**config.mk**
```make
export PLATFORM = sky130hd
export DESIGN_NAME = ej32_mem_arb
export DESIGN_NICKNAME = d
export VERILOG_FILES = /design/src/rtl/ej32_mem_arb.sv
export SDC_FILE = /design/constraint.sdc
export NUM_CORES = 1
export LEC_CHECK = 0
export BUFFER_PORTS_ARGS = -buffer_cell sky130_fd_sc_hd__buf_2
export CORE_MARGIN = 4
export CORE_UTILIZATION = 38
export CTS_BUF_LIST = sky130_fd_sc_hd__clkbuf_8 sky130_fd_sc_hd__clkbuf_16
export CTS_CLUSTER_SIZE = 20
export DETAILED_ROUTE_END_ITERATION = 12
export GPL_TIMING_DRIVEN = 0
export HOLD_SLACK_MARGIN = 0.15
export PLACE_DENSITY = 0.86
export SLEW_MARGIN = 20
export SYNTH_ARGS = -nofsm -noshare
export SYNTH_HDL_FRONTEND = slang
export SYNTH_SLANG_ARGS = --single-unit
```
**constraint.sdc**
```tcl
create_clock -name clk -period 2.1 [get_ports clk]
set_input_delay 0.42 -clock clk [delete_from_list [all_inputs] [get_ports clk]]
set_output_delay 0.42 -clock clk [all_outputs]
set_load 0.01 [all_outputs]
```
**src/rtl/ej32_mem_arb.sv**
```systemverilog
// eJ32 single-port SPRAM arbiter: boot phase, fixed priority,
// locked load/store bursts and starvation aging for the I/O drain.
module ej32_mem_arb #(
  parameter int ASZ      = 17,
  parameter int STARVE   = 8,
  parameter int LOCK_MAX = 4
) (
  input  logic           clk,
  input  logic           rst,
  input  logic           boot_act,
  input  logic           boot_req,
  input  logic [ASZ-1:0] boot_a,
  input  logic [7:0]     boot_d,
  input  logic           ls_req,
  input  logic           ls_we,
  input  logic           ls_lock,
  input  logic [ASZ-1:0] ls_a,
  input  logic [7:0]     ls_d,
  input  logic           if_req,
  input  logic [ASZ-1:0] if_a,
  input  logic           io_req,
  input  logic [ASZ-1:0] io_a,
  output logic [3:0]     gnt,
  output logic [3:0]     rvld,
  output logic [7:0]     rdata,
  output logic [ASZ-1:0] mem_a,
  output logic           mem_we,
  output logic [7:0]     mem_d,
  input  logic [7:0]     mem_q,
  output logic           lock_err
);

  localparam int WW = $clog2(STARVE + 1);
  localparam int CW = $clog2(LOCK_MAX + 1);

  typedef enum logic [1:0] {
    BOOT,
    RUN,
    LOCK
  } state_t;

  state_t         r_state;
  logic [WW-1:0]  r_io_wait;
  logic [CW-1:0]  r_lock_cnt;
  logic           r_lock_err;
  logic [3:0]     r_rvld;
  logic [ASZ-1:0] r_last_a;
  logic [7:0]     r_last_d;

  logic [3:0]     w_gnt;
  logic           w_starve;
  logic           w_we;
  logic [ASZ-1:0] w_a;
  logic [7:0]     w_d;
  logic [CW-1:0]  w_cnt_nxt;

  assign w_starve  = (r_io_wait == WW'(STARVE));
  assign w_cnt_nxt = r_lock_cnt + CW'(w_gnt[1]);

  always_comb begin
    w_gnt = '0;
    case (r_state)
      BOOT: w_gnt[0] = boot_req & boot_act;
      RUN: begin
        if (ls_req)                 w_gnt[1] = 1'b1;
        else if (io_req & w_starve) w_gnt[3] = 1'b1;
        else if (if_req)            w_gnt[2] = 1'b1;
        else if (io_req)            w_gnt[3] = 1'b1;
      end
      LOCK: w_gnt[1] = ls_req;
      default: w_gnt = '0;
    endcase
  end

  // Idle bus replays the last command so the RAM pins do not toggle
  always_comb begin
    w_a  = r_last_a;
    w_d  = r_last_d;
    w_we = 1'b0;
    unique case (1'b1)
      w_gnt[0]: begin
        w_a  = boot_a;
        w_d  = boot_d;
        w_we = 1'b1;
      end
      w_gnt[1]: begin
        w_a  = ls_a;
        w_d  = ls_d;
        w_we = ls_we;
      end
      w_gnt[2]: w_a = if_a;
      w_gnt[3]: w_a = io_a;
      default: ;
    endcase
  end

  always_ff @(posedge clk or posedge rst) begin
    if (rst) begin
      r_state    <= BOOT;
      r_io_wait  <= '0;
      r_lock_cnt <= '0;
      r_lock_err <= 1'b0;
      r_rvld     <= '0;
      r_last_a   <= '0;
      r_last_d   <= '0;
    end else begin
      r_rvld   <= {w_gnt[3:1] & {3{~w_we}}, 1'b0};
      r_last_a <= w_a;
      r_last_d <= w_d;
      if (r_state == BOOT || !io_req || w_gnt[3])
        r_io_wait <= '0;
      else if (!w_starve)
        r_io_wait <= r_io_wait + 1'b1;
      case (r_state)
        BOOT: if (!boot_act) r_state <= RUN;
        RUN: begin
          if (w_gnt[1] && ls_lock) begin
            r_state    <= LOCK;
            r_lock_cnt <= CW'(1);
          end
        end
        LOCK: begin
          if (!ls_lock) begin
            r_state    <= RUN;
            r_lock_cnt <= '0;
          end else if (w_cnt_nxt == CW'(LOCK_MAX)) begin
            r_state    <= RUN;
            r_lock_cnt <= '0;
            r_lock_err <= 1'b1;
          end else begin
            r_lock_cnt <= w_cnt_nxt;
          end
        end
        default: r_state <= BOOT;
      endcase
    end
  end

  assign gnt      = w_gnt;
  assign rvld     = r_rvld;
  assign rdata    = mem_q;
  assign mem_a    = w_a;
  assign mem_d    = w_d;
  assign mem_we   = w_we;
  assign lock_err = r_lock_err;

endmodule

```
* Yosys cells after proc, flatten, opt, wreduce, memory -nomap -nowiden
Cells that the tools add are included.
Storage, ports and cells: input bits 101, logic and storage cells 54, output and inout bits 43, bits in registers 38
Operators by class: reductions and logical operators 9, bitwise gates (word level) 4, add/subtract/negate cells 2, muxes and demuxes 24, equality and inequality tests 8
Operators with widths (count):
- 17-bit one-hot mux with 4 select lines | 1
- 8-bit one-hot mux with 2 select lines | 1
- 2-bit 2-to-1 mux | 6
- 3-bit 2-to-1 mux | 3
- 4-bit 2-to-1 mux | 2
- 1-bit 2-to-1 mux | 7
- 2-bit one-hot mux with 3 select lines | 1
- 3-bit one-hot mux with 2 select lines | 1
- 3-bit AND reduction | 2
- 4-bit by 1-bit adder with 4-bit output (second input constant) | 1
- 4-bit == test (second input constant) | 1
- 2-bit != test (second input constant) | 2
- 1-bit one-hot mux with 2 select lines | 2
- 3-bit by 1-bit adder with 3-bit output | 1
- 3-bit bitwise AND | 1
- 3-bit == test (second input constant) | 1
- 3-bit != test (second input constant) | 1
- 1-bit bitwise AND | 2
- 2-bit by 1-bit == test with 1-bit output (second input constant) | 1
- 2-bit == test (second input constant) | 1
- 2-bit logical NOT | 1
- 1-bit logical OR | 2
- 2-bit by 1-bit != test with 1-bit output (second input constant) | 1
- 2-bit AND reduction | 1
- other kinds (4) | 4

* Logic depth before layout (Yosys ltp)
Gate-level depths: netlist of the first run.
depth in word-level cells 7, depth in mapped cells 8, depth with buffers taken out 8

* Worst setup path before layout of the first run
No wires, ideal clock.
kind register to output, start point register r_state[0], end point output port mem_a[14], stages on the path, launching flop included 7, path buffers 1, arrival time 1766 ps, setup slack -86 ps, required time 1680 ps, path through dfrtp_1 -> inv_1 -> ha_1 -> a32oi_2 -> o21ai_2 -> clkbuf_1 -> o211ai_1
Between the ends: longest elaborated chain between the ends 3, elaborated cells on any way between the ends 7, those cells by class eq/ne (2); mux (4); reduce/logical (1)
RTL lines:
- start: declaration | RTL line 42 | state_t r_state;
- start signal: assignment | RTL line 99 | r_state <= BOOT;
- start signal: assignment | RTL line 115 | BOOT: if (!boot_act) r_state <= RUN;
- start signal: assignment | RTL line 118 | r_state <= LOCK;
- 2-bit == test, or another cell as far along | RTL line 62 | case (r_state)
- 1-bit one-hot mux with 2 select lines, or another cell as far along | RTL line 62
- 17-bit one-hot mux with 4 select lines (*) | RTL line 80 | unique case (1'b1)
- end: declaration | RTL line 26 | output logic [ASZ-1:0] mem_a,
Mark *: on every way between the ends. The rest lies on a longest branch, timed or not.

* Worst setup path after layout of the first run
start point register r_io_wait[0], end point output port mem_a[9]
Between the ends: longest elaborated chain between the ends 6, elaborated cells on any way between the ends 7, those cells by class eq/ne (1); mux (5); bitwise (1)
RTL lines:
- start: declaration | RTL line 43 | logic [WW-1:0] r_io_wait;
- start signal: assignment | RTL line 113 | r_io_wait <= r_io_wait + 1'b1;
- 4-bit == test (*) | RTL line 57 | assign w_starve = (r_io_wait == WW'(STARVE));
- 1-bit bitwise AND (*) | RTL line 66 | else if (io_req & w_starve) w_gnt[3] = 1'b1;
- 1-bit 2-to-1 mux | RTL line 66
- 2-bit 2-to-1 mux (*) | RTL line 65 | if (ls_req) w_gnt[1] = 1'b1;
- 2-bit 2-to-1 mux (*) | RTL line 62
- 17-bit one-hot mux with 4 select lines (*) | RTL line 80
Marks and branches as above.

==> PnR_summary.wiki, run 1 <==
{| class="wikitable"
! Metric !! Value
|-
| Result of the run || finished, violations left
|-
| Failing checks || negative setup slack
|-
| Fraction of power spent switching nets || 39.68%
|-
| Period utilisation layout || 121.0%
|-
| Internal power contribution || 3189 µW
|-
| Path type of the worst min-delay path || in -> reg
|-
| Most area-consuming cells after synthesis || dfrtp_1 45%, a222oi_1 8.0%, nand2_1 7.0%
|-
| Final-layout fill cell count || 437
|-
| Kind of cell with the highest combined delay on the critical path || compound AO/OA/AOI/OAI gates
|-
| XOR/XNOR Fraction of Synth Area || 1.640%
|-
| Routed vias/inst || 5.225
|-
| Pin count of the biggest net entering global routing || 21
|-
| First-pass detailed-route iteration total || 6
|-
| Relative area change from synthesis to final layout || 75.45%
|-
| Register area share after synthesis || 44.52%
|-
| Detailed-route wire length per cell || 15.90 µm
|-
| Data required time of the critical path || 1.68 ns
|-
| Final count of negative-setup-slack endpoints || 28
|-
| Final routed DRC violation total || 0
|-
| H-tree depth || 2
|-
| Total length of routed wires || 7758 µm
|-
| Flop pwr share || 21.6%
|-
| Leading register cell type out of synthesis || dfrtp_1
|-
| Cell with the most instances after synthesis || nand2_1
|-
| R2r startpoint || r_state[0]
|-
| Clock-pin transition on the worst setup and hold timing paths || 0.08 ns
|-
| Minimum clock period after layout || 2.542 ns
|-
| Die Footprint || 6884 µm²
|-
| Final std cells w/o fill || 488
|-
| CP max-delay cell || dfrtp_1
|-
| CTS tree || done
|-
| Placed inst area || 2945 µm²
|-
| Row count || 27
|-
| Final design utilization || 68.47%
|-
| Count of vias placed by the detailed router || 2,550
|-
| Non-Filler Cell Area, Final || 3747 µm²
|-
| Distinct cells, synth || 42
|-
| Fraction of final layout cells sized beyond drive strength 1 || 59.13%
|-
| Input/output buffers || 133
|-
| Hold Startpoint || ls_we
|-
| Die width || 82.97 µm
|-
| Setup Total Neg Slack || -7.886 ns
|-
| Static Leakage || 0.001910 µW
|-
| Leading cell types by count after synthesis || 40 x nand2_1, 38 x dfrtp_1, 25 x nor2_1, 17 x a222oi_1, 17 x a31oi_1
|-
| Starting density of the core || 39.03%
|-
| # IOs || 144
|-
| Worst setup margin || -0.4419 ns
|-
| Number of buffers on the longest clock path || 2
|-
| Placed cell count || 429
|-
| Post-Syn Area || 2136 µm²
|-
| Post-synthesis instance total || 223
|-
| Synth warn || 0
|-
| Largest family of logic cells by synthesized area || compound AO/OA/AOI/OAI gates
|-
| FF-to-FF End || r_state[1]
|-
| Worst Setup Path Type || reg -> out
|-
| Hold path cells || 2
|-
| Final clock skew || 0.004091 ns
|-
| Critical-path cell list || inv_2 > ha_4 > nand3b_4 > o2111a_1 > buf_6 > buf_4 > a222oi_1 > a31oi_2 > buf_2
|-
| Total overflow reported by the global router || 0
|-
| Min Hold Slack || 0.2975 ns
|-
| Routability Congestion || 0.8852
|-
| Antenna violations before repair || 0
|-
| Final Slew Violations || 0
|-
| Setup slack of the worst register-to-register path || -0.08 ns
|-
| Area of the placeable core || 5473 µm²
|-
| Max IR drop VDD || 0.8179 mV
|-
| Arrival time worst endpoint || 2.12 ns
|-
| Total CTS buffers || 5
|-
| Clock sink count || 38
|-
| Cell accounting for the most synthesized area || dfrtp_1
|-
| Number of nets at the end of the flow || 523
|-
| Buf+Inv Stages, Crit Path || 4
|-
| Cell Pwr Density || 1411 nW/µm²
|-
| Total routing resource utilization after global routing || 20.23%
|-
| Reported max-cap violation count || 0
|-
| Highest Clock Rate || 393.4 MHz
|-
| Hold violation total from the final report || 0
|-
| Delay contributed by the slowest stage of the critical path || 0.40 ns
|-
| Capturing element type of the critical path || output port
|-
| Synth Area in Simple Gates || 17.16%
|-
| Vias in the first global route || 2,498
|-
| Chip height || 82.97 µm
|-
| Clk Tree Root Cell || clkbuf_8
|-
| Logic pwr share || 68.6%
|-
| Syn_nets || 331
|-
| Avg Synthesized Cell Area || 9.578 µm²
|-
| Diodes inserted || 0
|-
| Area fraction in compound gates after synthesis || 22.32%
|-
| Number of synthesized flops with an enable pin || 0
|-
| Path depth of the worst reg2reg path || 9
|-
| Initial DRC count || 133
|-
| Adder-cell share of the synthesized area || 4.101%
|-
| Share of cell area taken by muxes after synthesis || 0.9959%
|-
| Remaining number of nets flagged by the antenna check after routing || 0
|-
| Switch Pwr || 2098 µW
|-
| Wire length of the first global-routing pass || 11,560 µm
|-
| Setup repair after global routing missed its margin || yes
|-
| HPWL after detailed placement || 5165 µm
|-
| WHS Endpoint || rvld[1]
|-
| Largest fanout of any net on the critical path || 4
|-
| Flops & latches, synth || 38
|-
| Share of power burned in the clock network || 9.8%
|-
| Share of flip-flops with an asynchronous set or reset after synthesis || 100.0%
|-
| Type of origin of the critical path || flip-flop
|-
| Clk_lat worst skew || 0.29 ns
|-
| Share of the synthesized area in the top cell type || 44.52%
|}
cells in the final DEF (no fill, tap or decap), drive strengths merged, types with 2 or more instances in the layout:
cell type / n
buf: 202
nand2: 40
dfrtp: 38
nor2: 25
a222oi: 17
a31oi: 17
inv: 11
clkbuf: 10
a22oi: 8
ha: 7
a21oi: 3
xor2: 3
nand3: 3
and3: 2
a21o: 2
nor2b: 2
and2: 2
o21ai: 2
a211oi: 2
worst max path at each step:
stage,to,startpoint,slack (ns),cells past startpoint
after floorplan,mem_a[0],r_io_wait[0],-0.01,7
after global placement,mem_a[14],r_state[0],-0.30,7
after detailed placement,mem_a[9],r_state[1],-0.36,8
after CTS,mem_a[11],r_io_wait[1],-0.43,9
after global routing,mem_a[11],r_io_wait[0],-0.56,9
final,mem_a[9],r_io_wait[0],-0.44,9
registers in the layout, summed over array words and instances (netlist names):
name        flops
lock_err        1
r_last_a       17
r_last_d        8
r_lock_cnt      3
r_state         2
rvld            3
r_io_wait       4
per-layer routing:
| metal | GRT usage [%] | vias up | routed length [µm] |
|---|---|---|---|
| met1 | 24.05 | 1208 | 3062 |
| met4 | 7.578 | 0 | 195 |
| met3 | 4.663 | 19 | 602 |
| met2 | 35.35 | 136 | 3897 |
| li1 | - | 1187 | - |
| met5 | 0 | - | 0 |
what timing repair did:
| item | CTS | global route |
|---|---|---|
| resized for setup | 32 | 37 |
| endpoints found under the setup margin | 32 | 33 |
| pin swaps | 32 | 29 |
| setup buffers | 28 | 21 |
| hold buffers | 1 | 0 |
| gates cloned | 1 | 1 |
| endpoints found under the hold margin | 7 | 0 |
final cells by class:
cell class              instances  area, µm²  area share, %
clock inverters                 2      8.758         0.2337
clock buffers                   6      82.58          2.204
multi-input cells             153       1161          30.98
well taps                      72      90.09          2.404
plain buffers                  21      235.2          6.277
repair buffers                186       1181          31.52
inverters                      10      37.54          1.002
flip-flops and latches         38      950.9          25.38
power by group through the flow:
stage | clock network (µW) | registers (µW) | logic (µW)
2_1_floorplan | 0 | 1140 | 1530
3_3_place_gp | 0 | 1150 | 2310
3_5_place_dp | 0 | 1170 | 2390
4_1_cts | 535 | 1140 | 2970
5_1_grt | 574 | 1170 | 3890
6_report | 518 | 1140 | 3630
per-stage QoR:
stage	setup WS (ns)	power [µW]
after CTS	-0.4332	4640
final	-0.4419	5287
after floorplan	-0.009833	2667
after global placement	-0.2956	3457
after global routing	-0.5616	5628
after detailed placement	-0.3641	3554
cell families after synthesis:
family / count (synthesis)
and+or+nand+nor: 81
AOI/OAI and AO/OA: 58
DFF: 38
buffers and inverters: 32
adders and majority gates: 7
xor gates and xnor gates: 4
muxes: 2
other: 1
(Power assumes the default switching activity.)
==> inputs of run 2 (changes only) <==
BUFFER_PORTS_ARGS = -buffer_cell sky130_fd_sc_hd__buf_4   (was -buffer_cell sky130_fd_sc_hd__buf_2)
CORE_UTILIZATION = 39   (was 38)
CTS_BUF_LIST = sky130_fd_sc_hd__clkbuf_2   (was sky130_fd_sc_hd__clkbuf_8 sky130_fd_sc_hd__clkbuf_16)
PLACE_DENSITY = 0.88   (was 0.86)
==> run 2 against run 1 <==
The run still ends with negative setup slack left. Clock skew is 0.015 ns higher. Total power rose by 7.3%. Final cell count decreased by 1.2%. Sequential power about the same. Highest routed layer unchanged.
==> PnR_summary.wiki, run 2 (synthesis gave the netlist of run 1 again) <==
{| class="wikitable"
! Metric !! Value
|-
| Final clock skew || 0.01947 ns
|-
| Placed cell count || 427
|-
| # IOs || 144
|-
| Starting density of the core || 41.03%
|-
| Reg with most FFs || r_last_a
|-
| Clk Tree Root Cell || clkbuf_2
|-
| Die Footprint || 6724 µm²
|-
| Number of buffers on the longest clock path || 2
|-
| Area of the placeable core || 5205 µm²
|-
| Flip-flop count of the largest register, all copies and words added || 17
|-
| Pin count of the biggest net entering global routing || 28
|-
| Chip height || 82 µm
|-
| Most common cell after layout, fill and taps aside || buf_4
|-
| Setup repair after global routing missed its margin || yes
|-
| Placed inst area || 3268 µm²
|-
| Non-Filler Cell Area, Final || 4099 µm²
|-
| Initial DRC count || 218
|-
| Fraction of final layout cells sized beyond drive strength 1 || 61.17%
|-
| CP max-delay cell || dfrtp_1
|-
| Arrival time worst endpoint || 2.40 ns
|-
| Result of the run || finished, violations left
|-
| Final std cells w/o fill || 482
|-
| Clk_lat worst skew || 0.41 ns
|-
| Minimum clock period after layout || 2.821 ns
|-
| Antenna violations before repair || 0
|-
| Max IR drop VDD || 0.6761 mV
|-
| Tot Pwr || 5672 µW
|-
| Routability Congestion || 0.7792
|-
| Capturing element type of the critical path || output port
|-
| Relative area change from synthesis to final layout || 91.92%
|-
| Row count || 26
|-
| Clock sink count || 38
|-
| Buf+Inv Stages, Crit Path || 4
|-
| Largest fanout of any net on the critical path || 4
|-
| Reported max-cap violation count || 0
|-
| Area of the multi-input gates || 1212 µm²
|-
| Total overflow reported by the global router || 0
|-
| Hold violation total from the final report || 0
|-
| Count of vias placed by the detailed router || 2,632
|-
| Type of origin of the critical path || flip-flop
|-
| Final count of negative-setup-slack endpoints || 32
|-
| CTS tree || done
|-
| Vias in the first global route || 2,710
|-
| Min Hold Slack || 0.2652 ns
|-
| Total CTS buffers || 5
|-
| First-pass detailed-route iteration total || 7
|-
| Wire length of the first global-routing pass || 12,700 µm
|-
| Final Slew Violations || 0
|-
| Detailed-route wire length per cell || 19.14 µm
|-
| H-tree depth || 2
|-
| Final routed DRC violation total || 0
|-
| Worst setup margin || -0.7211 ns
|-
| Path type of the worst min-delay path || in -> reg
|-
| Remaining number of nets flagged by the antenna check after routing || 0
|-
| Number of nets at the end of the flow || 520
|-
| Static Leakage || 0.001995 µW
|-
| Routed vias/inst || 5.461
|-
| Most used cells in the layout excluding fill and tap cells || 162 x buf_4, 38 x dfrtp_1, 36 x nand2_1, 25 x nor2_1, 24 x buf_6
|-
| Kind of cell with the highest combined delay on the critical path || compound AO/OA/AOI/OAI gates
|-
| Die width || 82 µm
|-
| Highest Clock Rate || 354.5 MHz
|-
| Final-layout fill cell count || 346
|-
| Input/output buffers || 133
|-
| Register area || 950.9 µm²
|-
| Failing checks || negative setup slack
|-
| Diodes inserted || 0
|-
| Cell Pwr Density || 1384 nW/µm²
|-
| Delay contributed by the slowest stage of the critical path || 0.42 ns
|-
| Worst Setup Path Type || reg -> out
|-
| Total length of routed wires || 9227 µm
|-
| Data required time of the critical path || 1.68 ns
|-
| Leading registers by flop count || r_last_a: 17 flops, r_last_d: 8 flops, r_io_wait: 4 flops
|-
| HPWL after detailed placement || 5728 µm
|-
| Clock-pin transition on the worst setup and hold timing paths || 0.19 ns
|-
| Total routing resource utilization after global routing || 25.40%
|-
| Period utilisation layout || 134.3%
|-
| Final design utilization || 78.75%
|-
| Critical-path cell list || inv_2 > ha_4 > nand3b_4 > o2111a_1 > buf_6 > buf_16 > a222oi_1 > a31oi_2 > buf_4
|-
| Setup slack of the worst register-to-register path || -0.16 ns
|}
[run 2: changes by cell type in the layout (fill, tap and decap cells not counted), sizes merged]
cell / change
inv: -1
clkinv: -1
clkbuf: +2
dlygate4sd3: +1
buf: -5
[run 2: final timing paths]
path	from	endpoint	cells after the start
hold reg to reg	lock_err	lock_err	1
min in group asynchronous	rst	r_last_a[8]	3
max in group asynchronous	rst	r_last_d[5]	4
hold / removal	io_a[13]	r_last_a[13]	3
setup / recovery	r_io_wait[1]	mem_a[15]	9
setup reg to reg	r_state[0]	r_state[1]	9
[run 2: final cells by class]
| type | instances | share of cell area, % |
|---|---|---|
| Inverter | 10 | 0.9158 |
| Sequential cell | 38 | 23.20 |
| Timing Repair Buffer | 183 | 38.06 |
| Tap cell | 70 | 2.137 |
| Clock buffer | 7 | 0.8547 |
| Multi-Input combinational cell | 153 | 29.58 |
| Buffer | 21 | 5.250 |
[run 2: where the power goes]
| group | leakage [µW] | switching [µW] | internal (µW) | total, µW |
|---|---|---|---|---|
| sequential | 0.000475 | 121 | 1040 | 1160 |
| clock | 0.0000291 | 239 | 86.6 | 325 |
| combinational | 0.00149 | 1940 | 2240 | 4190 |
| total | 0.00199 | 2300 | 3370 | 5670 |
[run 2: stage by stage]
step                      worst slack [ns]  TNS (ns)
after floorplan                  -0.009833  -0.06883
after global placement             -0.3388    -5.653
after detailed placement           -0.3834    -7.339
after CTS                          -0.6237    -12.60
after global routing               -0.8035    -19.59
final                              -0.7211    -16.53
[run 2: timing repair]
action,CTS,global route
setup endpoints to repair,32,35
buffers inserted,38,13
pin swaps,43,26
gates cloned,3,2
hold buffers,1,1
endpoints found under the hold margin,11,1
gates resized for setup,64,29
[run 2: worst min-delay path, stage by stage]
cell     delay, ns
buf_4         0.11
nand2_1       0.04
a31oi_1       0.09
[run 2: metal layers]
layer	up-vias	global-route usage, %	wire length, µm
li1	1181	-	-
met1	1279	26.60	3003
met2	148	47.98	5174
met3	24	7.456	851
met4	0	8.306	197
met5	-	0	0
